[src/rtl/branch_recovery_ctrl.sv]
// Branch-misprediction recovery sequencer: one fetch redirect, a timed IF/ID flush,
// a one-entry predictor update buffer and saturating control-flow/mispredict counters.
module branch_recovery_ctrl #(
  parameter int ADDR_W       = 40,
  parameter int CNT_W        = 32,
  parameter int FLUSH_CYCLES = 2
) (
  input  logic              clk_i,
  input  logic              rst_i,
  input  logic              exe_valid_i,
  input  logic              exe_stall_i,
  input  logic              exe_is_ctrl_i,
  input  logic              exe_is_cond_i,
  input  logic              exe_taken_i,
  input  logic [ADDR_W-1:0] exe_pc_i,
  input  logic [ADDR_W-1:0] exe_next_pc_i,
  input  logic              correct_pred_i,
  input  logic              exc_flush_i,
  output logic              hold_exe_o,
  output logic              flush_o,
  output logic              redirect_valid_o,
  output logic [ADDR_W-1:0] redirect_pc_o,
  output logic              bp_upd_valid_o,
  input  logic              bp_upd_ready_i,
  output logic [ADDR_W-1:0] bp_upd_pc_o,
  output logic [ADDR_W-1:0] bp_upd_target_o,
  output logic              bp_upd_taken_o,
  output logic              bp_upd_cond_o,
  output logic              bp_upd_kill_o,
  output logic [CNT_W-1:0]  ctrl_cnt_o,
  output logic [CNT_W-1:0]  mispred_cnt_o
);

  // state | meaning
  // IDLE  | execute may resolve; waiting for a mispredict
  // FLUSH | flush_o held, redirect on first cycle, flush timer counting down
  // DRAIN | flush done, waiting for the predictor to accept the pending update
  typedef enum logic [1:0] {IDLE, FLUSH, DRAIN} state_t;

  localparam int FC_W = (FLUSH_CYCLES > 1) ? $clog2(FLUSH_CYCLES) : 1;
  localparam logic [FC_W-1:0] FC_INIT = FC_W'(FLUSH_CYCLES - 1);

  state_t          state, state_nxt;
  logic [FC_W-1:0] flush_cnt, flush_cnt_nxt;
  logic            first, first_nxt;
  logic            capture;
  logic            resolve, mispred, load, accept, upd_valid_nxt;

  assign hold_exe_o    = (state != IDLE) | (bp_upd_valid_o & ~bp_upd_ready_i);
  assign resolve       = exe_valid_i & ~exe_stall_i & ~hold_exe_o & ~exc_flush_i;
  assign mispred       = resolve & ~correct_pred_i;
  assign load          = resolve & (exe_is_ctrl_i | ~correct_pred_i);
  assign accept        = bp_upd_valid_o & bp_upd_ready_i;
  assign upd_valid_nxt = load | (bp_upd_valid_o & ~accept);

  always_comb begin
    state_nxt        = state;
    flush_cnt_nxt    = flush_cnt;
    first_nxt        = 1'b0;
    capture          = 1'b0;
    flush_o          = 1'b0;
    redirect_valid_o = 1'b0;
    case (state)
      IDLE: begin
        if (mispred) begin
          state_nxt     = FLUSH;
          flush_cnt_nxt = FC_INIT;
          first_nxt     = 1'b1;
          capture       = 1'b1;
        end
      end
      FLUSH: begin
        flush_o          = 1'b1;
        redirect_valid_o = first;
        if (flush_cnt == '0) begin
          state_nxt = upd_valid_nxt ? DRAIN : IDLE;
        end else begin
          flush_cnt_nxt = flush_cnt - FC_W'(1);
        end
      end
      DRAIN: begin
        if (accept) state_nxt = IDLE;
      end
      default: state_nxt = IDLE;
    endcase
    // A trap flush aborts recovery; the buffered training data stays valid.
    if (exc_flush_i) begin
      state_nxt     = IDLE;
      flush_cnt_nxt = '0;
      first_nxt     = 1'b0;
    end
  end

  always_ff @(posedge clk_i) begin
    if (rst_i) begin
      state         <= IDLE;
      flush_cnt     <= '0;
      first         <= 1'b0;
      redirect_pc_o <= '0;
    end else begin
      state     <= state_nxt;
      flush_cnt <= flush_cnt_nxt;
      first     <= first_nxt;
      if (capture) redirect_pc_o <= exe_next_pc_i;
    end
  end

  always_ff @(posedge clk_i) begin
    if (rst_i) begin
      bp_upd_valid_o  <= 1'b0;
      bp_upd_pc_o     <= '0;
      bp_upd_target_o <= '0;
      bp_upd_taken_o  <= 1'b0;
      bp_upd_cond_o   <= 1'b0;
      bp_upd_kill_o   <= 1'b0;
    end else begin
      bp_upd_valid_o <= upd_valid_nxt;
      if (load) begin
        bp_upd_pc_o     <= exe_pc_i;
        bp_upd_target_o <= exe_next_pc_i;
        bp_upd_taken_o  <= exe_taken_i;
        bp_upd_cond_o   <= exe_is_cond_i;
        bp_upd_kill_o   <= ~exe_is_ctrl_i;
      end
    end
  end

  always_ff @(posedge clk_i) begin
    if (rst_i) begin
      ctrl_cnt_o    <= '0;
      mispred_cnt_o <= '0;
    end else begin
      if (resolve & exe_is_ctrl_i & ~&ctrl_cnt_o) ctrl_cnt_o <= ctrl_cnt_o + CNT_W'(1);
      if (mispred & ~&mispred_cnt_o) mispred_cnt_o <= mispred_cnt_o + CNT_W'(1);
    end
  end

endmodule

[config.mk]
export PLATFORM = sky130hd
export DESIGN_NAME = branch_recovery_ctrl
export DESIGN_NICKNAME = d
export VERILOG_FILES = /design/src/rtl/branch_recovery_ctrl.sv
export SDC_FILE = /design/constraint.sdc
export NUM_CORES = 1
export LEC_CHECK = 0
export CAP_MARGIN = 20
export CELL_PAD_IN_SITES_DETAIL_PLACEMENT = 1
export CELL_PAD_IN_SITES_GLOBAL_PLACEMENT = 1
export CORE_MARGIN = 2
export CORE_UTILIZATION = 35
export CTS_BUF_LIST = sky130_fd_sc_hd__clkbuf_8
export DETAILED_ROUTE_END_ITERATION = 6
export GPL_ROUTABILITY_DRIVEN = 0
export PLACE_DENSITY_LB_ADDON = 0.15
export RECOVER_POWER = 25
export SLEW_MARGIN = 10
export SYNTH_ARGS = -nofsm -noshare
export SYNTH_HDL_FRONTEND = slang
export SYNTH_SLANG_ARGS = --single-unit
[constraint.sdc]
create_clock -name clk_i -period 5.7 [get_ports clk_i]
set_clock_uncertainty 0.05 [all_clocks]
set_input_delay 0.855 -clock clk_i [delete_from_list [all_inputs] [get_ports clk_i]]
set_output_delay 0.855 -clock clk_i [all_outputs]
set_load 0.005 [all_outputs]
## Word level (Yosys, flattened, before mapping)

Index checks and enable logic that the tools add are counted.

| cells by class | value |
|---|---|
| add/sub/neg operators | 3 |
| equality and inequality tests | 5 |
| multiplexer cells | 12 |
| bitwise gates (word level) | 21 |
| reductions and logical operators | 10 |

Operators by type and width:

| cell | count |
|---|---|
| $add 32x1->32 const B | 2 |
| $reduce_and 32->1 | 2 |
| $and 1x1->1 | 11 |
| $mux 2 | 4 |
| $not 1->1 | 7 |
| $mux 1 | 6 |
| $ne 2x2->1 const B | 3 |
| $pmux 2 s3 | 1 |
| $reduce_bool 2->1 | 2 |
| $or 1x1->1 | 3 |
| $reduce_and 3->1 | 1 |
| $eq 2x1->1 const B | 1 |
| $eq 2x2->1 const B | 1 |
| $logic_not 1->1 | 2 |
| $logic_not 2->1 | 1 |
| $pmux 1 s2 | 1 |
| $reduce_and 2->1 | 1 |
| $reduce_or 2->1 | 1 |
| $sub 1x1->1 const B | 1 |

| word-level totals | value |
|---|---|
| register bits | 192 |
| bits of input ports | 90 |
| output and inout bits | 191 |
| word-level logic and storage cells | 63 |

## Logic depth before layout (Yosys ltp)

| depth | value |
|---|---|
| depth in word-level cells | 11 |
| depth in mapped cells | 8 |
| depth with buffers taken out | 6 |

## Worst setup path after synthesis

OpenSTA, ideal clock, no wires.

| timing path | value |
|---|---|
| kind | input port to flip-flop |
| start | in exc_flush_i |
| end | reg mispred_cnt_o[26] |
| library setup time | 0.070 ns |
| arrival time | 2.488 ns |
| data required time | 5.580 ns |
| path slack | 3.091 ns |
| stages on the path | 7 |
| path buffers | 2 |
| path through | buf_6 > nor4b_4 > nand3_2 > or4_1 > clkbuf_1 > or3_1 > a21oi_1 |

| on the way | value |
|---|---|
| cells in the longest elaborated chain, start to end | 4 |

RTL lines:

| what | RTL line | source |
|---|---|---|
| start: declaration | 18 | `input logic exc_flush_i,` |
| $not 1->1 | 50 | `assign resolve = exe_valid_i & ~exe_stall_i & ~hold_exe_o & ~exc_flush_i;` |
| $and 1x1->1 | 50 |  |
| $and 1x1->1 | 51 | `assign mispred = resolve & ~correct_pred_i;` |
| $and 1x1->1 | 134 | `if (mispred & ~&mispred_cnt_o) mispred_cnt_o <= mispred_cnt_o + CNT_W'(1);` |
| end signal: assignment | 134 |  |
| end: declaration | 31 | `output logic [CNT_W-1:0] mispred_cnt_o` |

No other way between the ends.
A chain may end at the register's enable or synchronous reset.

## Worst setup path in the final report

| timing path | value |
|---|---|
| start | in bp_upd_ready_i |
| end | reg mispred_cnt_o[0] |

| on the way | value |
|---|---|
| cells in the longest elaborated chain, start to end | 8 |

RTL lines:

| what | RTL line | source |
|---|---|---|
| start: declaration | 24 | `input logic bp_upd_ready_i,` |
| $not 1->1 | 49 | `assign hold_exe_o = (state != IDLE) \| (bp_upd_valid_o & ~bp_upd_ready_i);` |
| $and 1x1->1 | 49 |  |
| $or 1x1->1 | 49 |  |
| $not 1->1 | 50 |  |
| $and 1x1->1 (2 in series) | 50 |  |
| $and 1x1->1 | 51 |  |
| $and 1x1->1 | 134 |  |

No other way between the ends.

==> impl_results.md <==
- Outcome: finished, violations left
- Failing checks: capacitance limit, slew limit
- Worst min path class: flip-flop to flip-flop
- Worst setup EP type: flip-flop
- Slew Viols, Final: 45
- Area grow syn2layout: 45.4%
- Core area: around 21000 um2
- First-pass GRT wire length: 39.5 mm
- WP data arrival: 3910 ps
- Fin nets: 1283
- Clk root buf: clkbuf_8
- Clock power share: about two fifths
- Setup crit end: mispred_cnt_o[0]
- Clk_lat worst skew: 480 ps
- Antenna Nets Post-Route: 0
- Design Area, Final: roughly 11000 um2
- Post-route insts no fill: 1482
- Startpoint type of the worst setup path: input port
- DRT Pass-1 Iters: 4
- DIE AREA: between 20000 and 25000 um2
- Top Ports: 281
- GRT Overall Usage: 22.0%
- Flop pwr share: 52.7%
- Worst endpoint required time: between 6000 and 7000 ps
- Die Height: 151 um
- Crit-path max FO: 44
- Post-Syn Area: 7590 um2
- DRT Wirelength: about 26 mm
- #FFs+latches synth: about 190
- Net Sw Power: 0.670 mW
- Final core utilization: 52.2%
- Post-synth EDFFs: 0
- Primary FF master, synth: dfxtp_1
- Fmax: 0.280 GHz
- Clock Sink Count: 192
- Seq/Total Area, Yosys: 50.7%
- Worst-path clk slew: ~100 ps
- Final Setup Violations: 0
- Slew margin rel.: -38.1%
- Count of input and output buffers: 280
- Place WS: between 2000 and 2500 ps
- Synth area leaders: dfxtp_1 (51%), nand2_1 (13%), a21oi_1 (12%)
- Mapped Nets: 1039
- RSZ-0062 raised after global routing: false
- Synth warnings: 0
- DRT iter0 DRCs: between 200 and 300
- Setup WS post-layout: about 2100 ps
- Leading area contributor after synthesis: dfxtp_1
- Synth top area share: about half
- Routed len/inst: 17.5 um
- Vias/cell: 5.13
- Placed Instance Area: 10600 um2
- Setup tns final: 0 ps
- Most common cell in the netlist: nand2_1
- R2R Setup Slk: around 2800 ps
- Largest net degree at the start of global routing: 135
- Hold slack: 406 ps
- Ys async rst share: 0%
- Initial antenna violation count: 4
- Dpl hpwl: about 18 mm
- Comb pwr share: under 10%
- Worst setup path class: input port to flip-flop
- Int Pwr: 1.94 mW
- Layout cell share with drive strength beyond 1: under 10%
- Vias in the first global route: 7585
- Sw frac: 25.6%
- Reg2Reg Depth: 5
- # hold bufs at CTS: 0
- PD cells: ~240 nW/um2
- Htree depth: 4
- CTS Buf Count: 17
- Syn_area_per_cell: 8.01 um2
- CTS tree: built
- Drt drc: 0
- Fillers: 2556
- Register area: 3840 um2
- Cell row count: 53
- Multi-input logic area: approximately 3500 um2
- Tot Pwr: ~2.6 mW
- Post-CTS setup repair buffer count: 0
- Post-synth top cells: nand2_1 (266), dfxtp_1 (192), a21oi_1 (176), clkbuf_1 (56)
- Clock Path Buffers: 2
- Via count: 7607
- Placed cell count: 1446
- Pleak: 3.84 nW
- Post-CTS resize count: 0
- Yosys cell types: 44
- Synth Instances: 947
- Final hold vios: 0
- Aggregate global routing overflow: 0
- Worst R2R End: mispred_cnt_o[0]
- Initial core utilization: 35.9%
- Die span in x: 151 um
- CP startpoint: bp_upd_ready_i
- Slew @ Worst Pin: 2070 ps
- Max-cap viol count: 1
- Min Tclk post-route: 3570 ps
- Max IR drop VDD: 0.127 mV
- Period utilisation layout: a little over three fifths
- Crit Reg-Reg Startpoint: bp_upd_valid_o
placed cells by master (no fill, tap or decap), types with 8 or more instances in the layout:
| cell type | n |
|---|---|
| or3_1 | 34 |
| or4_1 | 18 |
| o21ai_0 | 34 |
| buf_4 | 9 |
| and4_1 | 12 |
| nand3_1 | 18 |
| clkdlybuf4s50_1 | 185 |
| nand4_1 | 19 |
| dfxtp_1 | 192 |
| nor2_1 | 20 |
| dlygate4sd3_1 | 94 |
| a21oi_1 | 176 |
| inv_1 | 9 |
| o31ai_1 | 16 |
| clkbuf_8 | 18 |
| nor3_1 | 8 |
| nand2_1 | 266 |
power by group through the flow:
stage	combinational (mW)	sequential, mW	clock, mW
5_1_grt	0.219	1.38	1.11
3_5_place_dp	0.207	1.41	0
3_3_place_gp	0.205	1.41	0
4_1_cts	0.209	1.38	1.07
2_1_floorplan	0.0666	1.41	0
6_report	0.200	1.38	1.04
logic make-up after synthesis:
| family | Yosys count | share of synthesized area [%] |
|---|---|---|
| compound gates | 241 | 17.2 |
| fa+ha+maj | 2 | 0.330 |
| mux | 3 | 0.429 |
| xor+xnor | 10 | 1.15 |
| simple gates | 424 | 26.3 |
| flops | 192 | 50.7 |
| buf+inv | 75 | 3.94 |
how the worst min path moves through the flow:
stage	start	endpoint	slack, ps	depth (start not counted)
4_1_cts	redirect_pc_o[31]	redirect_pc_o[31]	410	2
6_report	redirect_pc_o[31]	redirect_pc_o[31]	410	2
5_1_grt	bp_upd_target_o[26]	bp_upd_target_o[26]	430	2
3_3_place_gp	bp_upd_pc_o[17]	bp_upd_pc_o[17]	390	2
3_5_place_dp	redirect_pc_o[16]	redirect_pc_o[16]	400	2
2_1_floorplan	bp_upd_cond_o	bp_upd_cond_o	400	2
area by class of cell:
cell class                      instances  share of cell area (%)
Clock inverter                         14                    1.96
Inverter                                9                   0.306
Sequential cell                       192                    34.8
Clock buffer                           18                    2.24
Tap cell                              275                    3.12
Timing Repair Buffer                  291                    26.2
Multi-Input combinational cell        680                    31.3
Antenna cell                            3                  0.0680
routing by layer:
layer	wire length [um]	GRT usage [%]
met1	10600	25.4
met2	12600	37.6
met3	2140	7.65
met4	611	7.99
met5	22	0
state kept, by name (all words and copies together), names as in the netlist, 2 cells and up:
signal,cells
bp_upd_target_o,40
mispred_cnt_o,32
ctrl_cnt_o,32
redirect_pc_o,40
state,2
bp_upd_pc_o,40
worst max-delay path, cell delays in order:
cell and delay, ps:
dlygate4sd3_1 560, nand2b_1 340, nand3_2 160, clkbuf_1 1490
o21ai_0 300, a21oi_1 200
Power figures use the tool's default switching activity.
